**config.mk**
```make
export PLATFORM = sky130hd
export DESIGN_NAME = pipe_stage_reg
export DESIGN_NICKNAME = d
export VERILOG_FILES = /design/src/rtl/pipe_stage_reg.sv
export SDC_FILE = /design/constraint.sdc
export NUM_CORES = 1
export LEC_CHECK = 0
export ABC_CLOCK_PERIOD_IN_PS = 2850
export BUFFER_PORTS_ARGS = -buffer_cell sky130_fd_sc_hd__clkbuf_2
export CAP_MARGIN = 20
export CORE_AREA = 3 3 161 163
export CTS_BUF_LIST = sky130_fd_sc_hd__clkbuf_8
export DETAILED_ROUTE_END_ITERATION = 10
export DIE_AREA = 0 0 164 166
export MAX_ROUTING_LAYER = met4
export PLACE_DENSITY = 0.54
export RECOVER_POWER = 100
export SLEW_MARGIN = 20
export SYNTH_ARGS = -nofsm -noshare
export SYNTH_HDL_FRONTEND = slang
export SYNTH_SLANG_ARGS = --single-unit
```
**constraint.sdc**
```tcl
create_clock -name clk -period 2.85 [get_ports clk]
set_input_delay 0 -clock clk [delete_from_list [all_inputs] [get_ports clk]]
set_output_delay 0 -clock clk [all_outputs]
set_load 0.02 [all_outputs]
```
**src/rtl/pipe_stage_reg.sv**
```systemverilog
// rtl/pipe_stage_reg.sv - generic pipeline stage register with valid/ready handshake and flush
// Optional two-entry skid buffer enabled by defining PIPE_STAGE_SKID_EN.
module pipe_stage_reg #(
  parameter int DATA_W = 160,
  parameter int CTRL_W = 20
) (
  input  logic              clk,
  input  logic              rst,
  input  logic              flush,
  input  logic              in_valid,
  output logic              in_ready,
  input  logic [DATA_W-1:0] in_data,
  input  logic [CTRL_W-1:0] in_ctrl,
  output logic              out_valid,
  input  logic              out_ready,
  output logic [DATA_W-1:0] out_data,
  output logic [CTRL_W-1:0] out_ctrl,
  output logic [1:0]        occupancy
);

  logic              m_valid;
  logic [DATA_W-1:0] m_data;
  logic [CTRL_W-1:0] m_ctrl;
  logic              accept;
  logic              emit;

  assign accept = in_valid && in_ready;
  assign emit   = m_valid && out_ready;

`ifdef PIPE_STAGE_SKID_EN
  logic              s_valid;
  logic [DATA_W-1:0] s_data;
  logic [CTRL_W-1:0] s_ctrl;

  // Registered ready: only the skid slot decides, so no path from out_ready.
  assign in_ready = !s_valid;

  always_ff @(posedge clk) begin
    if (rst) begin
      m_valid <= 1'b0;
      m_data  <= '0;
      m_ctrl  <= '0;
      s_valid <= 1'b0;
      s_data  <= '0;
      s_ctrl  <= '0;
    end else if (flush) begin
      m_valid <= 1'b0;
      m_ctrl  <= '0;
      s_valid <= 1'b0;
      s_ctrl  <= '0;
    end else if (!m_valid || emit) begin
      if (s_valid) begin
        m_valid <= 1'b1;
        m_data  <= s_data;
        m_ctrl  <= s_ctrl;
        s_valid <= accept;
        if (accept) begin
          s_data <= in_data;
          s_ctrl <= in_ctrl;
        end
      end else if (accept) begin
        m_valid <= 1'b1;
        m_data  <= in_data;
        m_ctrl  <= in_ctrl;
      end else begin
        m_valid <= 1'b0;
      end
    end else if (accept) begin
      s_valid <= 1'b1;
      s_data  <= in_data;
      s_ctrl  <= in_ctrl;
    end
  end

  assign occupancy = {1'b0, m_valid} + {1'b0, s_valid};
`else
  assign in_ready = !m_valid || out_ready;

  always_ff @(posedge clk) begin
    if (rst) begin
      m_valid <= 1'b0;
      m_data  <= '0;
      m_ctrl  <= '0;
    end else if (flush) begin
      m_valid <= 1'b0;
      m_ctrl  <= '0;
    end else if (accept) begin
      m_valid <= 1'b1;
      m_data  <= in_data;
      m_ctrl  <= in_ctrl;
    end else if (emit) begin
      m_valid <= 1'b0;
    end
  end

  assign occupancy = {1'b0, m_valid};
`endif

  // Empty or flushed slots must never present live control downstream.
  assign out_valid = m_valid;
  assign out_data  = m_data;
  assign out_ctrl  = m_valid ? m_ctrl : '0;

endmodule

```
# == Word-level counts from Yosys, hierarchy flattened ==
# Index checks and enable logic that the tools add are counted.
# totals
regBits,181
in_bits,185
elab_cells,14
# op_classes
muxes,3
bitwise,1
reduce_logical,7
# ops
op,count
20-bit 2-to-1 mux,1
1-bit logical AND,2
1-bit 2-to-1 mux,2
2-bit AND reduction,1
2-bit nonzero test,1
2-bit OR reduction,1
1-bit logical NOT,1
1-bit logical OR,1
1-bit inverter,1

# == Depth between registers and ports, before layout ==
# depth
depth_word,4
mapped_depth,7

# == Worst setup path before layout ==
# Ideal clock, no wire load.
# synth_path
path_type,register to register
from,"register m_valid, in the netlist out_valid"
to,"register m_data[141], in the netlist out_data[141]"
setup_ns,0.070
arrival_ns,1.489
required_time_ns,2.780
slack_ns,1.290
stages_incl_launch_ff,8
n_path_buf,4
synth_period_minus_slack_ns,1.560
path_cell_list,dfxtp_1 nor2b_4 buf_6 buf_6 buf_8 clkbuf_1 o21ai_0 a21oi_1
# synth_between
elab_chain_cells,4
# synth_rtl
element,line,source
start: declaration,21,logic m_valid;
start signal: assignment,81,m_valid <= 1'b0;
start signal: assignment,85,m_valid <= 1'b0;
start signal: assignment,88,m_valid <= 1'b1;
1-bit logical NOT,77,assign in_ready = !m_valid || out_ready;
1-bit logical OR,77,
1-bit logical AND,27,assign accept = in_valid && in_ready;
2-bit AND reduction (no source line),-,
end signal: assignment,89,m_data <= in_data;
end: declaration,22,logic [DATA_W-1:0] m_data;
# Every way passes these cells.
# A chain may end at the register's enable or synchronous reset.

# == Worst setup path in the final report ==
# layout_path
from,input port in_valid
to,"register m_data[87], in the netlist out_data[87]"
# layout_between
elab_chain_cells,2
# layout_rtl
element,line,source
start: declaration,10,"input logic in_valid,"
1-bit logical AND,27,
2-bit AND reduction (no source line),-,
# Every way passes these cells.

==> key figures <==
Status
  – Status: finished clean

Clock network
  – Clock tree from TritonCTS: done
  – Clock Pin Slew Worst Setup and Hold Paths: 0.10 ns
  – Clk root buf: clkbuf_8
  – TritonCTS buffer count: 17
  – Clk buf depth: 2
  – H-tree lvl count: 4
  – Skew-Pair Late Insertion Delay: 0.45 ns
  – Clock tree sinks: 181

Worst setup path
  – CP max-delay cell: nand2b_2
  – CP max FO: 76
  – Critical Setup Path Class: input pin to flop
  – CP max stage delay: 0.61 ns
  – CP arrival: 2.70 ns
  – Crit. End Element: flop
  – Crit start category: input pin
  – Critical-path cell list: clkbuf_2, nand2b_2, buf_12, buf_12, or3b_1, a21oi_1, dlygate4sd3_1
  – Worst path required time: 3.24 ns
  – Critical path's most frequent cell: buf_12

Power
  – VDD IR max: 0.308 mV
  – P_leak: 4.54 nW
  – P per Cell Area: 456 nW/um^2
  – Total power: 0.00535 W
  – Clock Power Share: 0.321
  – Psw: 0.00160 W
  – Cell internal pwr: 0.00375 W
  – Net Sw Frac: 0.299
  – Share of total power in sequential cells: 0.503
  – Logic gate share of total power: 0.176

Cells and area
  – # fillers: 2431
  – Layout Utilization: 0.480
  – FF/Latch Area: 3620 um^2
  – Footprint of the multi-input gates: 3470 um^2
  – Nets@finish: 1538
  – Layout cell share with drive strength beyond 1: 0.193
  – Synthesis-to-finish area growth: 54.9%

Synthesis
  – Synthesized area: 7580 um^2
  – Synth Area in XOR/XNOR: 0
  – Synth warn: 0
  – Gate Count Post-Synth: 851
  – Syn_nets: 1036
  – Yosys reg bits: 181
  – Mux contribution to synthesized area: 0
  – Compound-Gate Fraction of Synth Area: 0.225
  – Synth cell types: 20
  – Synth Area in Adders: 0
  – Post-synthesis simple-gate area fraction: 0.232
  – Register area share after synthesis: 0.478
  – Syn_area_per_cell: 8.91 um^2
  – Largest family of logic cells by synthesized area: simple AND/OR/NAND/NOR gates

STA
  – Fin Setup TNS: 0 ns
  – Tcrit/Tclk final: 0.812
  – Minimum clock period: 2.31 ns
  – RSZ-0062 raised after global routing: false
  – Final hold vios: 0
  – Final setup vio count: 0
  – Slew @ Worst Pin: 0.913 ns
  – Hold slack: 0.134 ns
  – Clk_skew: 0.0134 ns
  – Fin worst setup slack: 0.537 ns
  – Slew HR: 0.391
  – Max Fclk: 432 MHz
  – Max-slew violation count: 0

Floorplan
  – Die boundary height: 166 um
  – Core ar.: 24500 um^2
  – Std cell rows: 57
  – Io pins: 369
  – Die W: 164 um
  – Starting Density: 0.310
  – DIE AREA: 27200 um^2

Route
  – Remaining antenna violation count: 0
  – Detailed-router iteration count before antenna repair: 6
  – Number of remaining DRC errors: 0
  – DR vias/cell: 4.76
  – Wire per inst: 15.3 um
  – Initial DRC count: 482
  – Routed WL: 25900 um
  – Vias: 8052

Placed design
  – Pre-CTS setup slack: 0.906 ns
  – RD Place Congestion: 0.768
  – # port buffers: 367
  – Final HPWL DP: 16100 um

Hold path
  – Hold WC Path Type: input pin to flop

Global route
  – Largest net degree at the start of global routing: 180
  – Vias in the first global route: 7694
  – Grt ovf: 0
  – First-pass GRT wire length: 40500 um
  – Initial antenna violation count: 0
  – Global-route usage over all layers: 0.187

Job
  – Max-Cap Viols: 0
[synthesized netlist by cell type]
cell / n / area share
buf_6: 10 / 0.015
buf_8: 1 / 0.0020
o21a_1: 1 / 0.00099
dfxtp_1: 181 / 0.48
clkbuf_1: 86 / 0.043
inv_2: 1 / 0.00049
nand2_1: 20 / 0.0099
clkbuf_2: 2 / 0.0013
o21ai_0: 180 / 0.12
or3b_1: 140 / 0.16
and2_1: 21 / 0.017
nand4_1: 20 / 0.017
conb_1: 1 / 0.00049
or3b_2: 20 / 0.023
a21oi_1: 160 / 0.11
nor2b_4: 1 / 0.0018
nand2b_1: 1 / 0.00083
nor2_1: 1 / 0.00049
buf_4: 2 / 0.0020
buf_2: 2 / 0.0013
[cell usage in the layout, fill, tap and decap left out, types with 16 or more instances in the layout]
cell	instances
or3b_1	140
and2_0	16
clkbuf_8	18
clkbuf_1	169
dfxtp_1	181
o21ai_0	180
or3b_2	20
dlygate4sd3_1	206
nand4_1	20
clkbuf_2	200
nand2_1	20
a21oi_1	160
[stage by stage]
step / cell area [um^2] / cells
finish: 11700 / 1690
global route: 11700 / 1689
CTS: 12000 / 1689
detailed placement: 9550 / 1452
global placement: 9550 / 1452
floorplan: 7580 / 851
[cell families after synthesis]
group                  Yosys count
and+or+nand+nor                224
buffers and inverters          104
DFF                            181
AOI/OAI and AO/OA              341
other                            1
[worst max-delay path, delay by kind of cell]
family | cells | cell delay, ns
AOI/OAI and AO/OA | 1 | 0.12
buffers and inverters | 4 | 1.57
and+or+nand+nor | 2 | 0.96
[sequential cells by signal, indices dropped and copies added (netlist names)]
signal     flops
m_ctrl        20
out_data     160
out_valid      1
[power by group through the flow]
stage / clock [W] / combinational (W) / sequential (W)
global route: 0.00189 / 0.00103 / 0.00271
CTS: 0.00180 / 0.000973 / 0.00270
global placement: 0 / 0.000745 / 0.00275
detailed placement: 0 / 0.000748 / 0.00275
finish: 0.00172 / 0.000943 / 0.00269
floorplan: 0 / 0.000307 / 0.00288
[area by class of cell]
type / count / area share
Antenna cell: 1 / 0.000213
Timing Repair Buffer: 586 / 0.329
Inverter: 1 / 0.000320
Multi-Input combinational cell: 566 / 0.296
Clock buffer: 18 / 0.0211
Sequential cell: 181 / 0.309
Tap cell: 324 / 0.0345
Clock inverter: 13 / 0.00991
[repair_timing]
item / CTS / global route
setup buffers: 0 / 0
gates resized for setup: 0 / 0
hold buffers: 206 / 0
endpoints found under the hold margin: 180 / 0
[per-layer routing]
metal  track usage  routed length (um)  vias up
li1              -                   -     4063
met1         0.220               10900     3673
met2         0.309               12600      262
met3        0.0424                1610       54
met4        0.0691                 825        0
met5             -                   0        -
[path summary, 6_finish.rpt]
path / startpoint / end / slack [ns] / cells past startpoint
max: in_valid / out_data[87] / 0.54 / 7
min: out_ready / out_valid / 0.13 / 4
max reg2reg: out_valid / m_ctrl[4] / 0.71 / 4
min reg2reg: m_ctrl[5] / m_ctrl[5] / 0.46 / 2
Note: power is estimated with default switching activity, not from simulation.
